[src/rtl/adc_scan_sequencer.sv]
// ADC scan sequencer: periodically walks the enabled channels of an LTC2308-style
// SPI ADC engine, interleaves host single-shot conversions, and reports results,
// end-of-scan strobes and sticky timeout/overrun flags.
//
// Handshakes: a transfer happens on a rising clk edge where valid and ready are
// both high; cmd_valid/cmd_data and oneshot_valid/oneshot_channel are held
// unchanged by their source until that edge.
module adc_scan_sequencer #(
    parameter int NCHANNELS = 8,
    parameter int DWIDTH    = 12,
    parameter int TIMEOUT   = 1024
) (
    input  logic                 clk,
    input  logic                 reset,
    input  logic                 enable,
    input  logic [NCHANNELS-1:0] channel_mask,
    input  logic [15:0]          period_cycles,
    input  logic                 clear_err,
    input  logic                 oneshot_valid,
    input  logic [2:0]           oneshot_channel,
    output logic                 oneshot_ready,
    output logic                 cmd_valid,
    output logic [5:0]           cmd_data,
    input  logic                 cmd_ready,
    input  logic                 rsp_valid,
    input  logic [DWIDTH-1:0]    rsp_data,
    output logic                 result_valid,
    output logic [DWIDTH-1:0]    result_data,
    output logic [2:0]           result_channel,
    output logic                 result_oneshot,
    output logic                 scan_done,
    output logic                 busy,
    output logic                 timeout_err,
    output logic                 overrun_err
);

    localparam int TW = $clog2(TIMEOUT + 1);

    typedef enum logic [2:0] {IDLE, ARM, ISSUE, WAIT, NEXT} state_t;

    state_t                 state, state_next;
    logic [15:0]            period_cnt;
    logic [15:0]            period_load;
    logic [TW-1:0]          tmo_cnt;
    logic                   tick;
    logic                   scan_active, scan_pending;
    logic [NCHANNELS-1:0]   scan_mask;
    logic [2:0]             cur_ch, conv_ch, low_ch, next_ch;
    logic                   conv_oneshot, next_found;
    logic                   start_req, start_scan, step_scan, end_scan, take_oneshot;
    logic                   timeout_fire;

    // Periods of 0 and 1 both collapse to a tick on every cycle.
    assign period_load  = (period_cycles == 16'd0) ? 16'd0 : period_cycles - 16'd1;
    assign tick         = enable && (state != IDLE) && (period_cnt == 16'd0);
    // A scan may start from a fresh tick or from one held back behind a oneshot.
    assign start_req    = (scan_pending || (tick && !scan_active)) && (channel_mask != '0);
    assign timeout_fire = (state == WAIT) && !rsp_valid && (tmo_cnt == '0);

    assign cmd_valid = (state == ISSUE);
    assign cmd_data  = (state == ISSUE) ? {1'b1, conv_ch[0], conv_ch[2:1], 1'b1, 1'b0} : 6'd0;
    assign busy      = (state == ISSUE) || (state == WAIT) || (state == NEXT);

    // Lowest set bit of the live mask (scan start) and next set bit above the scan position.
    always_comb begin
        low_ch     = '0;
        next_ch    = '0;
        next_found = 1'b0;
        for (int i = NCHANNELS - 1; i >= 0; i--) begin
            if (channel_mask[i]) low_ch = 3'(i);
            if (scan_mask[i] && (i > int'(cur_ch))) begin
                next_ch    = 3'(i);
                next_found = 1'b1;
            end
        end
    end

    // Next-state and per-cycle control decisions.
    always_comb begin
        state_next    = state;
        oneshot_ready = 1'b0;
        take_oneshot  = 1'b0;
        start_scan    = 1'b0;
        step_scan     = 1'b0;
        end_scan      = 1'b0;
        case (state)
            IDLE: if (enable) state_next = ARM;
            ARM: begin
                if (!enable) begin
                    state_next = IDLE;
                end else if (oneshot_valid) begin
                    oneshot_ready = 1'b1;
                    take_oneshot  = 1'b1;
                    state_next    = ISSUE;
                end else if (start_req) begin
                    start_scan = 1'b1;
                    state_next = ISSUE;
                end
            end
            ISSUE: if (cmd_ready) state_next = WAIT;
            WAIT:  if (rsp_valid || timeout_fire) state_next = NEXT;
            NEXT: begin
                if (!enable) begin
                    state_next = IDLE;
                end else if (oneshot_valid) begin
                    oneshot_ready = 1'b1;
                    take_oneshot  = 1'b1;
                    state_next    = ISSUE;
                end else if (scan_active && next_found) begin
                    step_scan  = 1'b1;
                    state_next = ISSUE;
                end else if (scan_active) begin
                    end_scan   = 1'b1;
                    state_next = ARM;
                end else if (start_req) begin
                    start_scan = 1'b1;
                    state_next = ISSUE;
                end else begin
                    state_next = ARM;
                end
            end
            default: state_next = IDLE;
        endcase
    end

    // State register.
    always_ff @(posedge clk) begin
        if (reset) state <= IDLE;
        else       state <= state_next;
    end

    // Free-running scan period counter, reloaded on entry to ARM and on every tick.
    always_ff @(posedge clk) begin
        if (reset) begin
            period_cnt <= '0;
        end else if (enable) begin
            if (state == IDLE || period_cnt == 16'd0) period_cnt <= period_load;
            else                                      period_cnt <= period_cnt - 16'd1;
        end
    end

    // Response timeout counter, armed by the command handshake.
    always_ff @(posedge clk) begin
        if (reset) begin
            tmo_cnt <= '0;
        end else if (state == ISSUE && cmd_ready) begin
            tmo_cnt <= TW'(TIMEOUT - 1);
        end else if (state == WAIT && tmo_cnt != '0) begin
            tmo_cnt <= tmo_cnt - 1'b1;
        end
    end

    // Scan bookkeeping: snapshot of the mask, scan position and channel in flight.
    always_ff @(posedge clk) begin
        if (reset) begin
            scan_active  <= 1'b0;
            scan_pending <= 1'b0;
            scan_mask    <= '0;
            cur_ch       <= '0;
            conv_ch      <= '0;
            conv_oneshot <= 1'b0;
        end else begin
            if (start_scan) begin
                scan_active  <= 1'b1;
                scan_pending <= 1'b0;
                scan_mask    <= channel_mask;
                cur_ch       <= low_ch;
                conv_ch      <= low_ch;
                conv_oneshot <= 1'b0;
            end else begin
                if (end_scan || state_next == IDLE) scan_active <= 1'b0;
                if (state_next == IDLE) scan_pending <= 1'b0;
                else if (tick && !scan_active && channel_mask != '0) scan_pending <= 1'b1;
                if (step_scan) begin
                    cur_ch       <= next_ch;
                    conv_ch      <= next_ch;
                    conv_oneshot <= 1'b0;
                end else if (take_oneshot) begin
                    conv_ch      <= oneshot_channel;
                    conv_oneshot <= 1'b1;
                end
            end
        end
    end

    // Result strobe one cycle after the engine response, plus end-of-scan strobe.
    always_ff @(posedge clk) begin
        if (reset) begin
            result_valid   <= 1'b0;
            result_data    <= '0;
            result_channel <= '0;
            result_oneshot <= 1'b0;
            scan_done      <= 1'b0;
        end else begin
            result_valid <= (state == WAIT) && rsp_valid;
            scan_done    <= end_scan;
            if (state == WAIT && rsp_valid) begin
                result_data    <= rsp_data;
                result_channel <= conv_ch;
                result_oneshot <= conv_oneshot;
            end
        end
    end

    // Sticky error flags; a new error in the clearing cycle keeps the flag set.
    always_ff @(posedge clk) begin
        if (reset) begin
            timeout_err <= 1'b0;
            overrun_err <= 1'b0;
        end else begin
            if (timeout_fire)   timeout_err <= 1'b1;
            else if (clear_err) timeout_err <= 1'b0;
            if (tick && (scan_active || scan_pending)) overrun_err <= 1'b1;
            else if (clear_err)                         overrun_err <= 1'b0;
        end
    end

endmodule
[config.mk]
export PLATFORM = sky130hd
export DESIGN_NAME = adc_scan_sequencer
export DESIGN_NICKNAME = d
export VERILOG_FILES = /design/src/rtl/adc_scan_sequencer.sv
export SDC_FILE = /design/constraint.sdc
export NUM_CORES = 1
export LEC_CHECK = 0
export CAP_MARGIN = 20
export CORE_ASPECT_RATIO = 1.4
export CORE_MARGIN = 5
export CORE_UTILIZATION = 30
export CTS_BUF_LIST = sky130_fd_sc_hd__clkbuf_16
export CTS_CLUSTER_DIAMETER = 100
export DETAILED_ROUTE_END_ITERATION = 10
export GPL_TIMING_DRIVEN = 1
export HOLD_SLACK_MARGIN = 0.15
export PLACE_DENSITY_LB_ADDON = 0.08
export SLEW_MARGIN = 20
export SYNTH_ARGS = -nofsm -noshare
export SYNTH_HDL_FRONTEND = slang
export SYNTH_SLANG_ARGS = --single-unit
[constraint.sdc]
create_clock -name clk -period 2.62 [get_ports clk]
set_input_delay 0.524 -clock clk [delete_from_list [all_inputs] [get_ports clk]]
set_output_delay 0.524 -clock clk [all_outputs]
set_load 0.05 [all_outputs]
==> reports/summary.txt, run 1 <==
Clock sinks: 66
Row cnt: 48
First drt pass iteration count: 4
Slew HR: 58.37%
Initial antenna violation count: 0
Final setup violating endpoints: 0
Final nets: 639
Arrival time worst endpoint: 1.94 ns
Net Count, Synth: 543
Worst-path maximum fanout: 5
RSZ-0062 raised after global routing: no
Crit path capture: oneshot_ready
CP endpoint kind: output port
Syn Std Cell Area: 3777 um2
Post-layout min period: 2.466 ns
Die height: 142.8 um
CP max stage delay: 0.56 ns
Stages on worst setup path: 6
Iter 0 DRT Violations: 124
Post-synth ARST share: 0%
Crit path cell chain: clkdlybuf4s50_1 -> nor2b_1 -> nand2_1 -> a21oi_1 -> buf_4 -> buf_12
Wirelength per Cell: 15.11 um
Post-synth EDFFs: 0
Tcrit/Tclk final: 94.11%
DRC errors left: 0
TritonCTS buffer count: 9
CTS root buffer: clkbuf_16
R2R Setup Slk: 0.34 ns
Worst setup path start: enable
Starting Density: 30.53%
Peak supply drop: 290.1 uV
Setup bufs post-CTS: 0
Worst Setup Start Kind: primary input
Synth top cells by count: dfxtp_1 (66), nand2_1 (65), a21oi_1 (51), nor2_1 (49), o21ai_0 (33)
CTS tree: done
Worst path slowest cell: clkdlybuf4s50_1
Ys Warns: 0
Core Region: 12,370 um2
Port bufs: 73
Hold Path Stages: 2
Vias per cell: 5.126
Worst R2R Start: cur_ch[1]$_SDFFE_PP0P_
Register area share after synthesis: 34.98%
Cell taking the most area after synthesis: dfxtp_1
Final slew viol count: 0
H-tree depth: 3
Die ar.: 14,970 um2
Cells after Synth: 493
Most frequent cell after synthesis: dfxtp_1
Worst-skew pair later-pin latency: 0.33 ns
RD Place Congestion: 0.8624
Final Hold Fails: 0
Synth top area share: 34.98%
CP Class: primary input to output port
Outcome: finished clean
Global Route Usage Sum: 14.97%
Synth Flop Type: dfxtp_1
Highest clock rate: 405.6 MHz
Register bit total from synthesis: 66
Largest net degree at the start of global routing: 45
Die width: 104.8 um
Max-cap viol count: 0
Maximum root-to-sink buffer count: 2
Reg2reg path depth: 7
Clock Skew: 0.006092 ns
Syn Area/Cell: 7.662 um2
Num ports: 75
Measured slew at the worst slew-check pin: 0.6244 ns
Post-DP HPWL: 8528 um
Synth cell types: 65
Largest cells by area after synthesis: dfxtp_1 (35%), a21oi_1 (6.8%), nand2_1 (6.5%)
Gr ovfl total: 0
# diodes: 0
Pwr per Cell Area: 558.5 nW/um2
Post-Route WL: 11,240 um
Post-DRT Antenna Nets: 0
DR vias: 3,814
Worst Path Required: 2.10 ns
Post_cts resized: 1
RR Endpoint: scan_pending$_SDFFE_PP0P_
First-pass GRT wire length: 18,180 um
Vias in the first global route: 3,694
Worst min path class: register to register
Static Leak: 1.946 nW
Share of layout cells above drive strength 1: 12.96%
Final Hold Slack: 0.4514 ns
Buffers and inverters on the worst path: 3
Placed cells: 728
Cts hold-fix bufs: 0
Final setup TNS: 0 ns
Final std cells w/o fill: 744
Area delta synth->final: 38.09%
Clock-pin slew on the worst setup and hold paths: 0.06 ns
Cell family with most CP delay: buffers and inverters
[per-layer routing]
metal  vias up  GRT usage, %  wire length (um)
met5         -             0                 0
met4         0         6.801               218
met3        14         2.578               373
met2        78         27.44              6013
met1      1757         16.80              4638
li1       1965             -                 -
[worst min-delay path, stage by stage (launching register included)]
cell and delay (ns):
dfxtp_1 0.30, nand2_1 0.05, a21oi_1 0.05
[through the flow]
| stage | total power, mW | instance area (um2) | setup slack, ns | utilization, % |
|---|---|---|---|---|
| 2_1_floorplan | 1.415 | 3780 | 0.2891 | - |
| 3_3_place_gp | 1.643 | 4897 | -0.06348 | 39.58 |
| 3_5_place_dp | 1.648 | 4897 | -0.09643 | 39.58 |
| 4_1_cts | 2.949 | 5216 | 0.1536 | 42.16 |
| 5_1_grt | 3.055 | 5216 | 0.002922 | 42.16 |
| 6_report | 2.913 | 5216 | 0.1544 | 42.16 |
[where the power goes]
| part | switching (mW) | internal (mW) | leakage, nW |
|---|---|---|---|
| combinational | 0.289 | 0.244 | 1.26 |
| sequential | 0.0477 | 1.04 | 0.536 |
| clock | 0.459 | 0.830 | 0.149 |
| total | 0.796 | 2.12 | 1.95 |
[sequential cells by signal (all words and copies together) (netlist names)]
register and cells:
scan_mask 7, period_cnt 16, cur_ch 3, scan_active 1
conv_oneshot 1, conv_ch 3, scan_done 1, result_data 12
overrun_err 1, state 3, result_valid 1, timeout_err 1
result_channel 3, tmo_cnt 11, result_oneshot 1, scan_pending 1
[layout make-up]
type                    count  area, um2
clock buffers               9      225.2
clock inverters             7      95.09
fillers                  1281       7156
inverters                  17      63.81
multi-input cells         381       2258
flip-flops and latches     66       1321
well taps                 150      187.7
repair buffers            114       1065
[worst min path at each step]
| stage | startpoint | endpoint | slack (ns) |
|---|---|---|---|
| detailed placement | result_data[5]$_SDFFE_PP0P_ | result_data[5]$_SDFFE_PP0P_ | 0.45 |
| global placement | result_data[4]$_SDFFE_PP0P_ | result_data[4]$_SDFFE_PP0P_ | 0.44 |
| CTS | result_data[8]$_SDFFE_PP0P_ | result_data[8]$_SDFFE_PP0P_ | 0.45 |
| floorplan | tmo_cnt[10]$_SDFFE_PP0P_ | tmo_cnt[10]$_SDFFE_PP0P_ | 0.42 |
| global route | result_channel[0]$_SDFFE_PP0P_ | result_channel[0]$_SDFFE_PP0P_ | 0.47 |
| finish | result_data[9]$_SDFFE_PP0P_ | result_data[9]$_SDFFE_PP0P_ | 0.45 |
[cell families (layout without fill, tap and decap cells)]
| group | Yosys count | in the layout | synth area share, % |
|---|---|---|---|
| multiplexers | 9 | 9 | 2.385 |
| AO/OA/AOI/OAI | 138 | 138 | 23.39 |
| flip-flops | 66 | 66 | 34.98 |
| AND/OR/NAND/NOR | 212 | 212 | 28.59 |
| XOR/XNOR | 17 | 17 | 3.942 |
| buffers and inverters | 46 | 147 | 5.299 |
| adder cells (fa/ha/maj) | 4 | 4 | 1.325 |
| other | 1 | 1 | 0.09928 |
[placed cells by master (no fill, tap or decap), drive strengths merged, types with 13 or more instances in the layout]
cell type       n
nand2          65
nor2b          13
inv            17
clkdlybuf4s50  64
nor2           49
nor3           19
a21oi          51
o21ai          34
buf            49
dfxtp          66
Note: power is estimated with default switching activity, not from simulation.
==> inputs of run 2 (changes only) <==
--- a/config.mk
+++ b/config.mk
@@ -10,12 +10,12 @@
 export CORE_MARGIN = 5
 export CORE_UTILIZATION = 30
 export CTS_BUF_LIST = sky130_fd_sc_hd__clkbuf_16
-export CTS_CLUSTER_DIAMETER = 100
+export CTS_CLUSTER_DIAMETER = 150
 export DETAILED_ROUTE_END_ITERATION = 10
 export GPL_TIMING_DRIVEN = 1
 export HOLD_SLACK_MARGIN = 0.15
 export PLACE_DENSITY_LB_ADDON = 0.08
-export SLEW_MARGIN = 20
+export RECOVER_POWER = 25
 export SYNTH_ARGS = -nofsm -noshare
 export SYNTH_HDL_FRONTEND = slang
 export SYNTH_SLANG_ARGS = --single-unit
==> run 2 against run 1 <==
Wire length about the same; maximum frequency unchanged; final cell count unchanged; utilization stayed put; global-route usage unchanged; worst hold slack is essentially flat; power about the same; worst setup slack unchanged; non-clock buffer count unchanged; critical path depth unchanged.
==> reports/summary.txt, run 2 (synthesis gave the netlist of run 1 again) <==
First-pass GRT wire length: 18,180 um (unchanged)
Met2 usage: 27.44% (unchanged)
Share of layout cells above drive strength 1: 12.96% (unchanged)
Maximum root-to-sink buffer count: 2 (unchanged)
Vias in the first global route: 3,694 (unchanged)
Util after Layout: 42.16% (unchanged)
Post-layout min period: 2.466 ns (unchanged)
Row cnt: 48 (unchanged)
Port bufs: 73 (unchanged)
Met1 Resource Use GR: 16.80% (unchanged)
GRT Max-Usage Layer: met2
RD Place Congestion: 0.8624 (unchanged)
TritonCTS buffer count: 9 (unchanged)
Gr ovfl total: 0 (unchanged)
Outcome: finished clean
CP endpoint kind: output port
Setup bufs post-CTS: 0 (unchanged)
Global Route Usage Sum: 14.97% (unchanged)
Core Region: 12,370 um2 (unchanged)
Slew HR: 40.31% (-18 points)
RSZ-0062 raised after global routing: no
Final setup violating endpoints: 0 (unchanged)
Multi-input logic area: 2258 um2 (unchanged)
Final setup TNS: 0 ns (unchanged)
Initial antenna violation count: 0 (unchanged)
Starting Density: 30.53% (unchanged)
Clock sinks: 66 (unchanged)
Worst-skew pair later-pin latency: 0.33 ns (about the same)
Max-cap viol count: 0 (unchanged)
Post-DRT Antenna Nets: 0 (unchanged)
Final nets: 639 (unchanged)
Static Leak: 1.956 nW (+0.50%)
Crit path cell chain: clkdlybuf4s50_1 -> nor2b_1 -> nand2_1 -> a21oi_1 -> buf_4 -> buf_12
Reg area: 1321 um2 (unchanged)
H-tree depth: 3 (unchanged)
Tcrit/Tclk final: 94.11% (unchanged)
Pwr per Cell Area: 558.4 nW/um2 (about the same)
Final Hold Fails: 0 (unchanged)
Area delta synth->final: 38.09% (unchanged)
DRC errors left: 0 (unchanged)
CP max stage delay: 0.56 ns (about the same)
Final Hold Slack: 0.4512 ns (-0.0002050 ns)
Iter 0 DRT Violations: 126 (+1.6%)
Worst Setup Start Kind: primary input
First drt pass iteration count: 4 (unchanged)
Largest net degree at the start of global routing: 45 (unchanged)
Die height: 142.8 um (unchanged)
Largest Register: period_cnt
Highest clock rate: 405.6 MHz (unchanged)
Final slew viol count: 0 (unchanged)
CP Class: primary input to output port
Vias per cell: 5.129 (about the same)
Clock-pin slew on the worst setup and hold paths: 0.05 ns (about the same)
Post-DP HPWL: 8528 um (unchanged)
Most frequent cells in the layout: dfxtp_1 (66), nand2_1 (65), clkdlybuf4s50_1 (61), a21oi_1 (51), nor2_1 (49)
Worst min path class: register to register
DR vias: 3,816 (+0.052%)
CTS root buffer: clkbuf_16
Peak supply drop: 289.5 uV (-0.22%)
CTS tree: done
Worst path slowest cell: clkdlybuf4s50_1
Die width: 104.8 um (unchanged)
Fill cells: 1,281 (unchanged)
Arrival time worst endpoint: 1.94 ns (about the same)
Wirelength per Cell: 15.10 um (about the same)
Measured slew at the worst slew-check pin: 0.8948 ns (+0.2704 ns)
Die ar.: 14,970 um2 (unchanged)
Top Registers: period_cnt: 16 flops, result_data: 12 flops, tmo_cnt: 11 flops
Clock Skew: 0.006092 ns (unchanged)
Commonest non-fill, non-tap cell in the layout: dfxtp_1
# diodes: 0 (unchanged)
Num ports: 75 (unchanged)
GR Util met3: 2.578% (unchanged)
Design Power: 2.913 mW (about the same)
Worst-path maximum fanout: 5 (unchanged)
Worst Path Required: 2.10 ns (about the same)
Max reg flops: 16 (unchanged)
Post-Route WL: 11,230 um (about the same)
==> run 2: cell types whose count changed in the layout (fill, tap and decap cells not counted), sizes merged <==
cell	delta
clkdlybuf4s50	-3
dlygate4sd3	+3
==> run 2: path summary, 6_finish.rpt <==
path,from,cells past startpoint,end,slack (ns)
worst max-delay path,enable,6,oneshot_ready,0.15
worst min-delay path,tmo_cnt[10]$_SDFFE_PP0P_,2,tmo_cnt[10]$_SDFFE_PP0P_,0.45
worst max register to register,cur_ch[1]$_SDFFE_PP0P_,7,scan_pending$_SDFFE_PP0P_,0.34
worst min register to register,tmo_cnt[10]$_SDFFE_PP0P_,2,tmo_cnt[10]$_SDFFE_PP0P_,0.45
==> run 2: cell type report <==
type | instances | area share (%)
Sequential cell | 66 | 25.33
Clock buffer | 9 | 4.318
Inverter | 17 | 1.223
Clock inverter | 7 | 1.823
Tap cell | 150 | 3.598
Multi-Input combinational cell | 381 | 43.30
Timing Repair Buffer | 114 | 20.41
==> run 2: power breakdown <==
group | internal, mW | total, mW | switching (mW)
combinational | 0.244 | 0.533 | 0.289
sequential | 1.04 | 1.09 | 0.0476
clock | 0.830 | 1.29 | 0.459
==> run 2: worst max-delay path, delay by kind of cell <==
kind	cells	cell delay (ns)
and+or+nand+nor	2	0.34
AOI/OAI and AO/OA	1	0.20
buffers and inverters	3	0.87
==> run 2: metrics by stage <==
step | setup slack, ns | instance area [um2] | instances
after CTS | 0.1536 | 5216 | 744
after global placement | -0.06348 | 4897 | 728
after floorplan | 0.2891 | 3780 | 493
final | 0.1544 | 5216 | 744
after global routing | 0.002922 | 5216 | 744
after detailed placement | -0.09643 | 4897 | 728
==> run 2: layer usage <==
metal	up-vias	wire [um]
met1	1757	4626
met4	0	218
met5	-	0
li1	1965	-
met2	80	6013
met3	14	374
==> run 2: repair_timing <==
item / 4_1_cts / 5_1_grt
endpoints found under the setup margin: 1 / 0
resized for setup: 1 / 0
hold buffers: 0 / 0
